<file path="src/rtl/icache_pkg.sv">
// Shared constants, FSM state type and word-slot helper for the I-cache block-fill path.
package icache_pkg;

  localparam int WORD_WIDTH     = 20;
  localparam int NUM_WORDS      = 16;
  localparam int OFFSET_WIDTH   = $clog2(NUM_WORDS);
  localparam int MEM_DATA_WIDTH = WORD_WIDTH * NUM_WORDS;
  localparam int ADDR_WIDTH     = 16;
  localparam int BLK_ADDR_WIDTH = ADDR_WIDTH - OFFSET_WIDTH;

  typedef enum logic [1:0] {
    ST_IDLE,
    ST_ISSUE,
    ST_WAIT,
    ST_DONE
  } fill_state_e;

  // LSB position of word slot k inside the assembled block
  function automatic int slot_lsb(input int k);
    return k * WORD_WIDTH;
  endfunction

endpackage

</file>
<file path="src/rtl/block_fill_responder_if.sv">
// Request, backing-memory and block-output signals of the block-fill responder.
interface block_fill_responder_if;
  import icache_pkg::*;

  logic                      i_req_valid;
  logic                      o_req_ready;
  logic [BLK_ADDR_WIDTH-1:0] i_req_blk_addr;
  logic [OFFSET_WIDTH-1:0]   i_req_offset;

  logic                      o_rd_en;
  logic [ADDR_WIDTH-1:0]     o_rd_addr;
  logic [WORD_WIDTH-1:0]     i_rd_data;
  logic                      i_rd_valid;

  logic [WORD_WIDTH-1:0]     o_crit_word;
  logic                      o_crit_valid;
  logic [MEM_DATA_WIDTH-1:0] o_mem_data;
  logic [OFFSET_WIDTH-1:0]   o_block_offset_bits;
  logic                      o_valid;
  logic                      i_ready;

  modport master (
    input  i_req_valid, i_req_blk_addr, i_req_offset, i_rd_data, i_rd_valid, i_ready,
    output o_req_ready, o_rd_en, o_rd_addr, o_crit_word, o_crit_valid,
           o_mem_data, o_block_offset_bits, o_valid
  );

  modport slave (
    output i_req_valid, i_req_blk_addr, i_req_offset, i_rd_data, i_rd_valid, i_ready,
    input  o_req_ready, o_rd_en, o_rd_addr, o_crit_word, o_crit_valid,
           o_mem_data, o_block_offset_bits, o_valid
  );

endinterface

</file>
<file path="src/rtl/block_word_writer.sv">
// Registered block line; one word slot at a time is written through a one-hot enable.
module block_word_writer
  import icache_pkg::*;
(
  input  logic                      i_clk,
  input  logic                      i_rst,
  input  logic                      i_we,
  input  logic [OFFSET_WIDTH-1:0]   i_idx,
  input  logic [WORD_WIDTH-1:0]     i_wdata,
  output logic [MEM_DATA_WIDTH-1:0] o_line
);

  logic [NUM_WORDS-1:0]      sel;
  logic [MEM_DATA_WIDTH-1:0] line_q, line_d;

  assign sel = i_we ? (NUM_WORDS'(1) << i_idx) : '0;

  always_comb begin
    line_d = line_q;
    for (int k = 0; k < NUM_WORDS; k++) begin
      if (sel[k]) line_d[slot_lsb(k) +: WORD_WIDTH] = i_wdata;
    end
  end

  always_ff @(posedge i_clk or posedge i_rst) begin
    if (i_rst) line_q <= '0;
    else       line_q <= line_d;
  end

  assign o_line = line_q;

endmodule

</file>
<file path="src/rtl/block_fill_responder.sv">
// Fetches a 16-word block critical-word-first, one outstanding read at a time,
// and presents the assembled block with its miss offset on a valid/ready output.
module block_fill_responder
  import icache_pkg::*;
(
  input  logic                   i_clk,
  input  logic                   i_rst,
  block_fill_responder_if.master bus
);

  fill_state_e               state_q, state_d;
  logic [BLK_ADDR_WIDTH-1:0] blk_q, blk_d;
  logic [OFFSET_WIDTH-1:0]   off_q, off_d;
  logic [OFFSET_WIDTH-1:0]   idx_q, idx_d;
  logic [OFFSET_WIDTH-1:0]   cnt_q, cnt_d;
  logic [WORD_WIDTH-1:0]     crit_word_q, crit_word_d;
  logic                      crit_valid_q, crit_valid_d;
  logic                      wr_en;
  logic [MEM_DATA_WIDTH-1:0] mem_line;

  always_ff @(posedge i_clk or posedge i_rst) begin
    if (i_rst) begin
      state_q      <= ST_IDLE;
      blk_q        <= '0;
      off_q        <= '0;
      idx_q        <= '0;
      cnt_q        <= '0;
      crit_word_q  <= '0;
      crit_valid_q <= 1'b0;
    end else begin
      state_q      <= state_d;
      blk_q        <= blk_d;
      off_q        <= off_d;
      idx_q        <= idx_d;
      cnt_q        <= cnt_d;
      crit_word_q  <= crit_word_d;
      crit_valid_q <= crit_valid_d;
    end
  end

  always_comb begin
    state_d      = state_q;
    blk_d        = blk_q;
    off_d        = off_q;
    idx_d        = idx_q;
    cnt_d        = cnt_q;
    crit_word_d  = crit_word_q;
    crit_valid_d = 1'b0;
    wr_en        = 1'b0;
    case (state_q)
      ST_IDLE: begin
        if (bus.i_req_valid) begin
          blk_d   = bus.i_req_blk_addr;
          off_d   = bus.i_req_offset;
          idx_d   = bus.i_req_offset;
          cnt_d   = '0;
          state_d = ST_ISSUE;
        end
      end
      ST_ISSUE: state_d = ST_WAIT;
      ST_WAIT: begin
        if (bus.i_rd_valid) begin
          wr_en = 1'b1;
          // The first return of a request is the missed word
          if (cnt_q == '0) begin
            crit_word_d  = bus.i_rd_data;
            crit_valid_d = 1'b1;
          end
          idx_d   = idx_q + 1'b1;
          cnt_d   = cnt_q + 1'b1;
          state_d = (cnt_q == OFFSET_WIDTH'(NUM_WORDS - 1)) ? ST_DONE : ST_ISSUE;
        end
      end
      ST_DONE: begin
        if (bus.i_ready) state_d = ST_IDLE;
      end
      default: state_d = ST_IDLE;
    endcase
  end

  block_word_writer u_writer (
    .i_clk   (i_clk),
    .i_rst   (i_rst),
    .i_we    (wr_en),
    .i_idx   (idx_q),
    .i_wdata (bus.i_rd_data),
    .o_line  (mem_line)
  );

  assign bus.o_req_ready         = (state_q == ST_IDLE);
  assign bus.o_rd_en             = (state_q == ST_ISSUE);
  assign bus.o_rd_addr           = {blk_q, idx_q};
  assign bus.o_crit_word         = crit_word_q;
  assign bus.o_crit_valid        = crit_valid_q;
  assign bus.o_mem_data          = mem_line;
  assign bus.o_block_offset_bits = off_q;
  assign bus.o_valid             = (state_q == ST_DONE);

endmodule
</file>
<file path="src/flat_wrapper.sv">
// flat-port wrapper written by rule: the top's interface ports become plain ports
module block_fill_responder_flat import icache_pkg::*;
  (i_clk, i_rst, bus_i_req_valid, bus_i_req_blk_addr, bus_i_req_offset, bus_i_rd_data, bus_i_rd_valid, bus_i_ready, bus_o_req_ready, bus_o_rd_en, bus_o_rd_addr, bus_o_crit_word, bus_o_crit_valid, bus_o_mem_data, bus_o_block_offset_bits, bus_o_valid);
  block_fill_responder_if bus_i ();
  input  logic i_clk;
  input  logic i_rst;
  input wire logic [$bits(bus_i.i_req_valid)-1:0] bus_i_req_valid;
  input wire logic [$bits(bus_i.i_req_blk_addr)-1:0] bus_i_req_blk_addr;
  input wire logic [$bits(bus_i.i_req_offset)-1:0] bus_i_req_offset;
  input wire logic [$bits(bus_i.i_rd_data)-1:0] bus_i_rd_data;
  input wire logic [$bits(bus_i.i_rd_valid)-1:0] bus_i_rd_valid;
  input wire logic [$bits(bus_i.i_ready)-1:0] bus_i_ready;
  output wire logic [$bits(bus_i.o_req_ready)-1:0] bus_o_req_ready;
  output wire logic [$bits(bus_i.o_rd_en)-1:0] bus_o_rd_en;
  output wire logic [$bits(bus_i.o_rd_addr)-1:0] bus_o_rd_addr;
  output wire logic [$bits(bus_i.o_crit_word)-1:0] bus_o_crit_word;
  output wire logic [$bits(bus_i.o_crit_valid)-1:0] bus_o_crit_valid;
  output wire logic [$bits(bus_i.o_mem_data)-1:0] bus_o_mem_data;
  output wire logic [$bits(bus_i.o_block_offset_bits)-1:0] bus_o_block_offset_bits;
  output wire logic [$bits(bus_i.o_valid)-1:0] bus_o_valid;
  assign bus_i.i_req_valid = bus_i_req_valid;
  assign bus_i.i_req_blk_addr = bus_i_req_blk_addr;
  assign bus_i.i_req_offset = bus_i_req_offset;
  assign bus_i.i_rd_data = bus_i_rd_data;
  assign bus_i.i_rd_valid = bus_i_rd_valid;
  assign bus_i.i_ready = bus_i_ready;
  assign bus_o_req_ready = bus_i.o_req_ready;
  assign bus_o_rd_en = bus_i.o_rd_en;
  assign bus_o_rd_addr = bus_i.o_rd_addr;
  assign bus_o_crit_word = bus_i.o_crit_word;
  assign bus_o_crit_valid = bus_i.o_crit_valid;
  assign bus_o_mem_data = bus_i.o_mem_data;
  assign bus_o_block_offset_bits = bus_i.o_block_offset_bits;
  assign bus_o_valid = bus_i.o_valid;
  block_fill_responder u_core (.i_clk(i_clk), .i_rst(i_rst), .bus(bus_i));
endmodule
</file>
<file path="config.mk">
export PLATFORM = sky130hd
export DESIGN_NAME = block_fill_responder_flat
export DESIGN_NICKNAME = d
export VERILOG_FILES = /design/src/rtl/icache_pkg.sv /design/src/rtl/block_fill_responder_if.sv /design/src/rtl/block_word_writer.sv /design/src/rtl/block_fill_responder.sv /design/src/flat_wrapper.sv
export SDC_FILE = /design/constraint.sdc
export NUM_CORES = 1
export LEC_CHECK = 0
export CAP_MARGIN = 5
export CORE_ASPECT_RATIO = 0.9
export CORE_MARGIN = 4
export CORE_UTILIZATION = 48
export DETAILED_ROUTE_END_ITERATION = 8
export PLACE_DENSITY = 0.83
export SLEW_MARGIN = 5
export SYNTH_ARGS = -nofsm -noshare
export SYNTH_HDL_FRONTEND = slang
export SYNTH_HIERARCHICAL = 1
export SYNTH_SLANG_ARGS = --single-unit
</file>
<file path="constraint.sdc">
create_clock -name i_clk -period 14 [get_ports i_clk]
set_clock_uncertainty 0.1 [all_clocks]
set_input_delay 1.4 -clock i_clk [delete_from_list [all_inputs] [get_ports i_clk]]
set_output_delay 1.4 -clock i_clk [all_outputs]
set_load 0.03 [all_outputs]
</file>
* Word level (Yosys, flattened, before mapping)
Cells that the tools add are included.
** Cells by class
- Add/subtract/negate cells :: 2
- Multipliers :: 0
- Divide/modulo/power cells :: 0
- Order comparisons :: 0
- Equal/unequal tests :: 7
- Shifts and indexed selects :: 1
- Muxes and demuxes :: 17
- Bitwise operators :: 0
- Reductions and logical operators :: 7
** Operator list (count)
- 2-to-1 mux 16 bit :: 1
- 2-to-1 mux 4 bit :: 4
- case mux 4 bit (2 select lines) :: 2
- left shift 1 x 4 -> 16 bit, first input constant :: 1
- AND reduction 3 bit :: 3
- adder 4 x 1 -> 4 bit, second input constant :: 2
- 2-to-1 mux 2 bit :: 4
- case mux 2 bit (4 select lines) :: 1
- inequality test 2 bit, second input constant :: 3
- 2-to-1 mux 1 bit :: 5
- equality test 2 bit, second input constant :: 2
- equality test 4 bit, second input constant :: 1
- zero test 4 bit :: 1
- equality test 2 x 1 -> 1 bit, second input constant :: 1
- zero test 2 bit :: 1
- AND reduction 2 bit :: 1
- nonzero test 2 bit :: 1
** Word-level totals
- Bits in registers :: 367
- Latch bits :: 0
- Memory bits (writable) :: 0
- Memory bits (read-only) :: 0
- Input bits :: 41
- Output and inout bits :: 364
- Word-level logic and storage cells :: 57
- Memories kept :: 0

* Longest topological paths before layout
- Word-level depth :: 4
- Gate-level depth with buffers :: 7

* Cells and area by module
The synthesis kept the hierarchy.
** Modules (own cells, without submodules)
- block_word_writer :: instances 1, cells each 717, area an instance 12154.2 um^2, sequential area each 8007.7 um^2
- block_fill_responder :: instances 1, cells each 146, area an instance 1969.4 um^2, sequential area each 1176.1 um^2

* Worst setup path after synthesis
OpenSTA, ideal clock, no wires.
- Path type :: input-to-reg
- Start :: input port bus_i_rd_valid
- End :: register u_core.u_writer.line_q[180] (netlist: u_core/u_writer/o_line[180])
- Library setup time :: 0.125 ns
- Arrival time :: 2.598 ns
- Required time :: 13.775 ns
- Slack :: 11.177 ns
- Stages :: 6
- Buffers on the path :: 1
- Cells stage by stage :: nand3b_1 -> inv_1 -> nor3b_2 -> and3_1 -> buf_2 -> mux2_2
** Between the ends
- Longest elaborated chain between the ends :: 3
** Ends and longest elaborated chain
- from (decl) :: RTL line flat_wrapper.sv:11 : input wire logic [$bits(bus_i.i_rd_valid)-1:0] bus_i_rd_valid;
- 2-to-1 mux 1 bit :: RTL line block_fill_responder.sv:62 : if (bus.i_rd_valid) begin
- 2-to-1 mux 1 bit :: RTL line block_fill_responder.sv:50 : case (state_q)
- named net u_core.wr_en :: RTL line block_fill_responder.sv:18 : logic wr_en;
- 2-to-1 mux 16 bit :: RTL line block_word_writer.sv:16 : assign sel = i_we ? (NUM_WORDS'(1) << i_idx) : '0;
- to (signal assigned) :: RTL line block_word_writer.sv:27 : else line_q <= line_d;
- to (decl) :: RTL line block_word_writer.sv:14 : logic [MEM_DATA_WIDTH-1:0] line_q, line_d;
The timed path passes the listed nets, and every way through them passes these cells.
A chain may end at the register's enable or synchronous reset.

* Final worst setup path
- Start :: input port bus_i_rd_valid
- End :: register u_core.u_writer.line_q[201] (netlist: u_core/u_writer/o_line[201])
Same word-level chain as after synthesis.

==> run_results.csv <==
group,metric,value,unit
timing,finalSetupTns,0,ns
drt,viasPerCell,5.199,
timing,timing.hold.ws,0.3975,ns
floorplanning,num_io_pins,405,
global_routing,grt_overflow_total,0,
cts,clock_sinks,367,
logic_synthesis,synth_area,14120,sq um
floorplanning,num_rows,59,
drt,initialDrtViolationCount,381,
worst_setup_path,crit_arrival,4.14,ns
timing,period_share,0.2748,
cts,cts_buffer_depth,3,
worst_setup_path,critPathBufInv,2,
cells_and_area,fillers,2033,
drt,drc_errors,0,
timing,max_clock_freq,259.9,MHz
global_routing,grt_pass1_vias,9624,
timing,hold_viol_final,0,
cts,path_clk_slew,0.06,ns
floorplanning,die_y,170.7,um
cts,cts-root-buf,"clkbuf_16",
timing,relSlewSlack,0.1566,
cts,cts_resized,0,
logic_synthesis,postSynthCellCount,863,
drt,antenna_left,0,
timing,rsz0062_at_grt,"false",
worst_setup_path,critPathKind,"primary input to flop",
cts,htreeDepth,2,
floorplanning,die_area,32240,sq um
cts,postCtsSetupBuffers,0,
worst_setup_path,worstSetupEndpointType,"flop",
logic_synthesis,yosys_warnings,6,
placement,placed_cells,1617,
power_and_ir_drop,power.density,272.2,nW/um^2
drt,wl_per_cell,23.49,um
power_and_ir_drop,peakVddDrop,156.8,uV
timing,setup-violations-final,0,
placement,hpwl,27.12,mm
worst_setup_path,worst-path-max-fanout,20,
cts,clk_latency,0.50,ns
worst_setup_path,path_delay_family,"simple AND/OR/NAND/NOR gates",
cells_and_area,seqCellArea,9184,sq um
cts,cts_tree,"built",
cells_and_area,drive_gt1_frac,0.3372,
logic_synthesis,syn_area_per_cell,16.37,sq um
drt,wl,39.61,mm
drt,dr.pass1.iters,4,
cells_and_area,layout_common_cells,"clkdlybuf4s50_1, dfrtp_1, mux2_2",
placement,place_area,18490,sq um
worst_setup_path,crit_slowest_cell,"nor2_2",
timing,drv_slew,0,
logic_synthesis,ys_ff_latch,367,
cts,cts_buffers,38,
logic_synthesis,synth_edf_count,0,
worst_setup_path,required,14.29,ns
global_routing,antenna_found_initial,1,
cells_and_area,final_common_cell,"clkdlybuf4s50_1",
cells_and_area,finalNonFillerCells,1686,
run,maxCapViolCount,0,
cts,cts_hold_buf,0,
global_routing,grt_max_degree,95,
floorplanning,start_util,0.4881,
worst_setup_path,path_cells,"clkdlybuf4s50_1, nand3b_1, inv_1, nand3b_1, nor2_2, mux2_2",
worst_setup_path,start_kind,"primary input",
worst_setup_path,cp_common_cell,"nand3b_1",
placement,port_buffers,404,
power_and_ir_drop,total_power,5.391,mW
cells_and_area,multi_input_area,4631,sq um
cells_and_area,synthToLayoutAreaGrowth,40.23,%
floorplanning,core-area,28940,sq um
logic_synthesis,yosysUniqueCellTypes,36,
power_and_ir_drop,p_leak,9.066,nW
drt,route.vias.total,8766,
cells_and_area,antenna_cells,0,
cells_and_area,fin_nets,1305,
logic_synthesis,ys.flop_type,"dfrtp_1",
min_path,min_path_type,"flop to flop",
cells_and_area,final_cell_area,19810,sq um
global_routing,grt_usage,0.2398,
status,status,"complete, no violations",
logic_synthesis,synthesis.nets,907,
logic_synthesis,ys_async_sr_fraction,1.000,
logic_synthesis,synth-seq-area-share,0.6502,
timing,worst_slew_pin_slew,1.264,ns
placement,place_congestion,0.8206,
timing,min_period,3.848,ns
worst_setup_path,slowest_delay,1.01,ns
floorplanning,die_w,188.8,um
global_routing,grt_pass1_wl,59.72,mm
[stage by stage]
stage | utilization | worst slack, ns
finish | 0.6844 | 10.15
global route | 0.6844 | 9.741
CTS | 0.6844 | 10.04
global placement | 0.6388 | 9.508
floorplan | - | 3.644
detailed placement | 0.6388 | 9.494
[path summary, 6_finish.rpt]
path / from / endpoint / slack [ns] / cells after the start
max in group asynchronous: i_rst / u_core/u_writer/o_line[296]$_DFFE_PP0P_ / 10.17 / 4
max: bus_i_rd_valid / u_core/u_writer/o_line[201]$_DFFE_PP0P_ / 10.15 / 6
max reg2reg: u_core/state_q[1]$_DFFE_PP0P_ / u_core/u_writer/o_line[201]$_DFFE_PP0P_ / 11.06 / 5
min in group asynchronous: i_rst / u_core/u_writer/o_line[114]$_DFFE_PP0P_ / 1.35 / 2
min: u_core/u_writer/o_line[164]$_DFFE_PP0P_ / u_core/u_writer/o_line[164]$_DFFE_PP0P_ / 0.40 / 1
min reg2reg: u_core/u_writer/o_line[164]$_DFFE_PP0P_ / u_core/u_writer/o_line[164]$_DFFE_PP0P_ / 0.40 / 1
[layout make-up]
type | count | area share
clock buffer | 62 | 0.05983
inverter | 9 | 0.002085
sequential | 367 | 0.4637
multi-input combinational | 429 | 0.2338
tap | 396 | 0.02502
timing repair buffer | 416 | 0.2087
clock inverter | 7 | 0.006823
[registers in the layout, summed over array words and instances, names as in the netlist]
name,cells
u_core/blk_q,12
u_core/bus.o_block_offset_bits,4
u_core/bus.o_crit_valid,1
u_core/bus.o_crit_word,20
u_core/cnt_q,4
u_core/idx_q,4
u_core/state_q,2
u_core/u_writer/o_line,320
[worst register-to-register path, stage by stage (launching register included)]
cell	delay, ns
dfrtp_1	0.61
nand3b_1	0.17
inv_1	0.21
nand3b_1	0.26
nor2_2	1.01
mux2_2	0.45
[synthesized netlist by cell type (all sizes together), types with 4 or more instances]
cell type | instances | share of area
dfrtp | 367 | 0.65
mux2 | 357 | 0.30
buf | 37 | 0.016
clkbuf | 21 | 0.0056
nor2 | 15 | 0.0040
inv | 9 | 0.0024
nand2 | 7 | 0.0019
nand2b | 5 | 0.0022
nand3b | 5 | 0.0027
a21oi | 4 | 0.0014
nand3 | 4 | 0.0014
[kinds of logic (layout without fill, tap and decap cells)]
| family | Yosys count | in the layout | share of synthesized area |
|---|---|---|---|
| muxes | 359 | 359 | 0.2967 |
| adders and majority gates | 3 | 3 | 0.002658 |
| and+or+nand+nor | 51 | 51 | 0.01976 |
| AOI/OAI and AO/OA | 15 | 15 | 0.006556 |
| xor gates and xnor gates | 1 | 1 | 0.0006202 |
| buffers and inverters | 67 | 494 | 0.02348 |
| DFF | 367 | 367 | 0.6502 |
[per-layer routing]
metal	vias to the layer above	wire, um	global-route usage
li1	3816	-	-
met1	4543	16120	0.3076
met2	331	18970	0.3947
met3	76	3354	0.07813
met4	0	1166	0.07349
met5	-	0	0
[report_power, final]
| part | internal [mW] | switching, mW | leakage, nW |
|---|---|---|---|
| combinational | 1.15 | 1.41 | 3.63 |
| clock | 0.652 | 0.399 | 0.646 |
| sequential | 1.51 | 0.269 | 4.79 |
| total | 3.31 | 2.08 | 9.07 |
(Power assumes the default switching activity.)
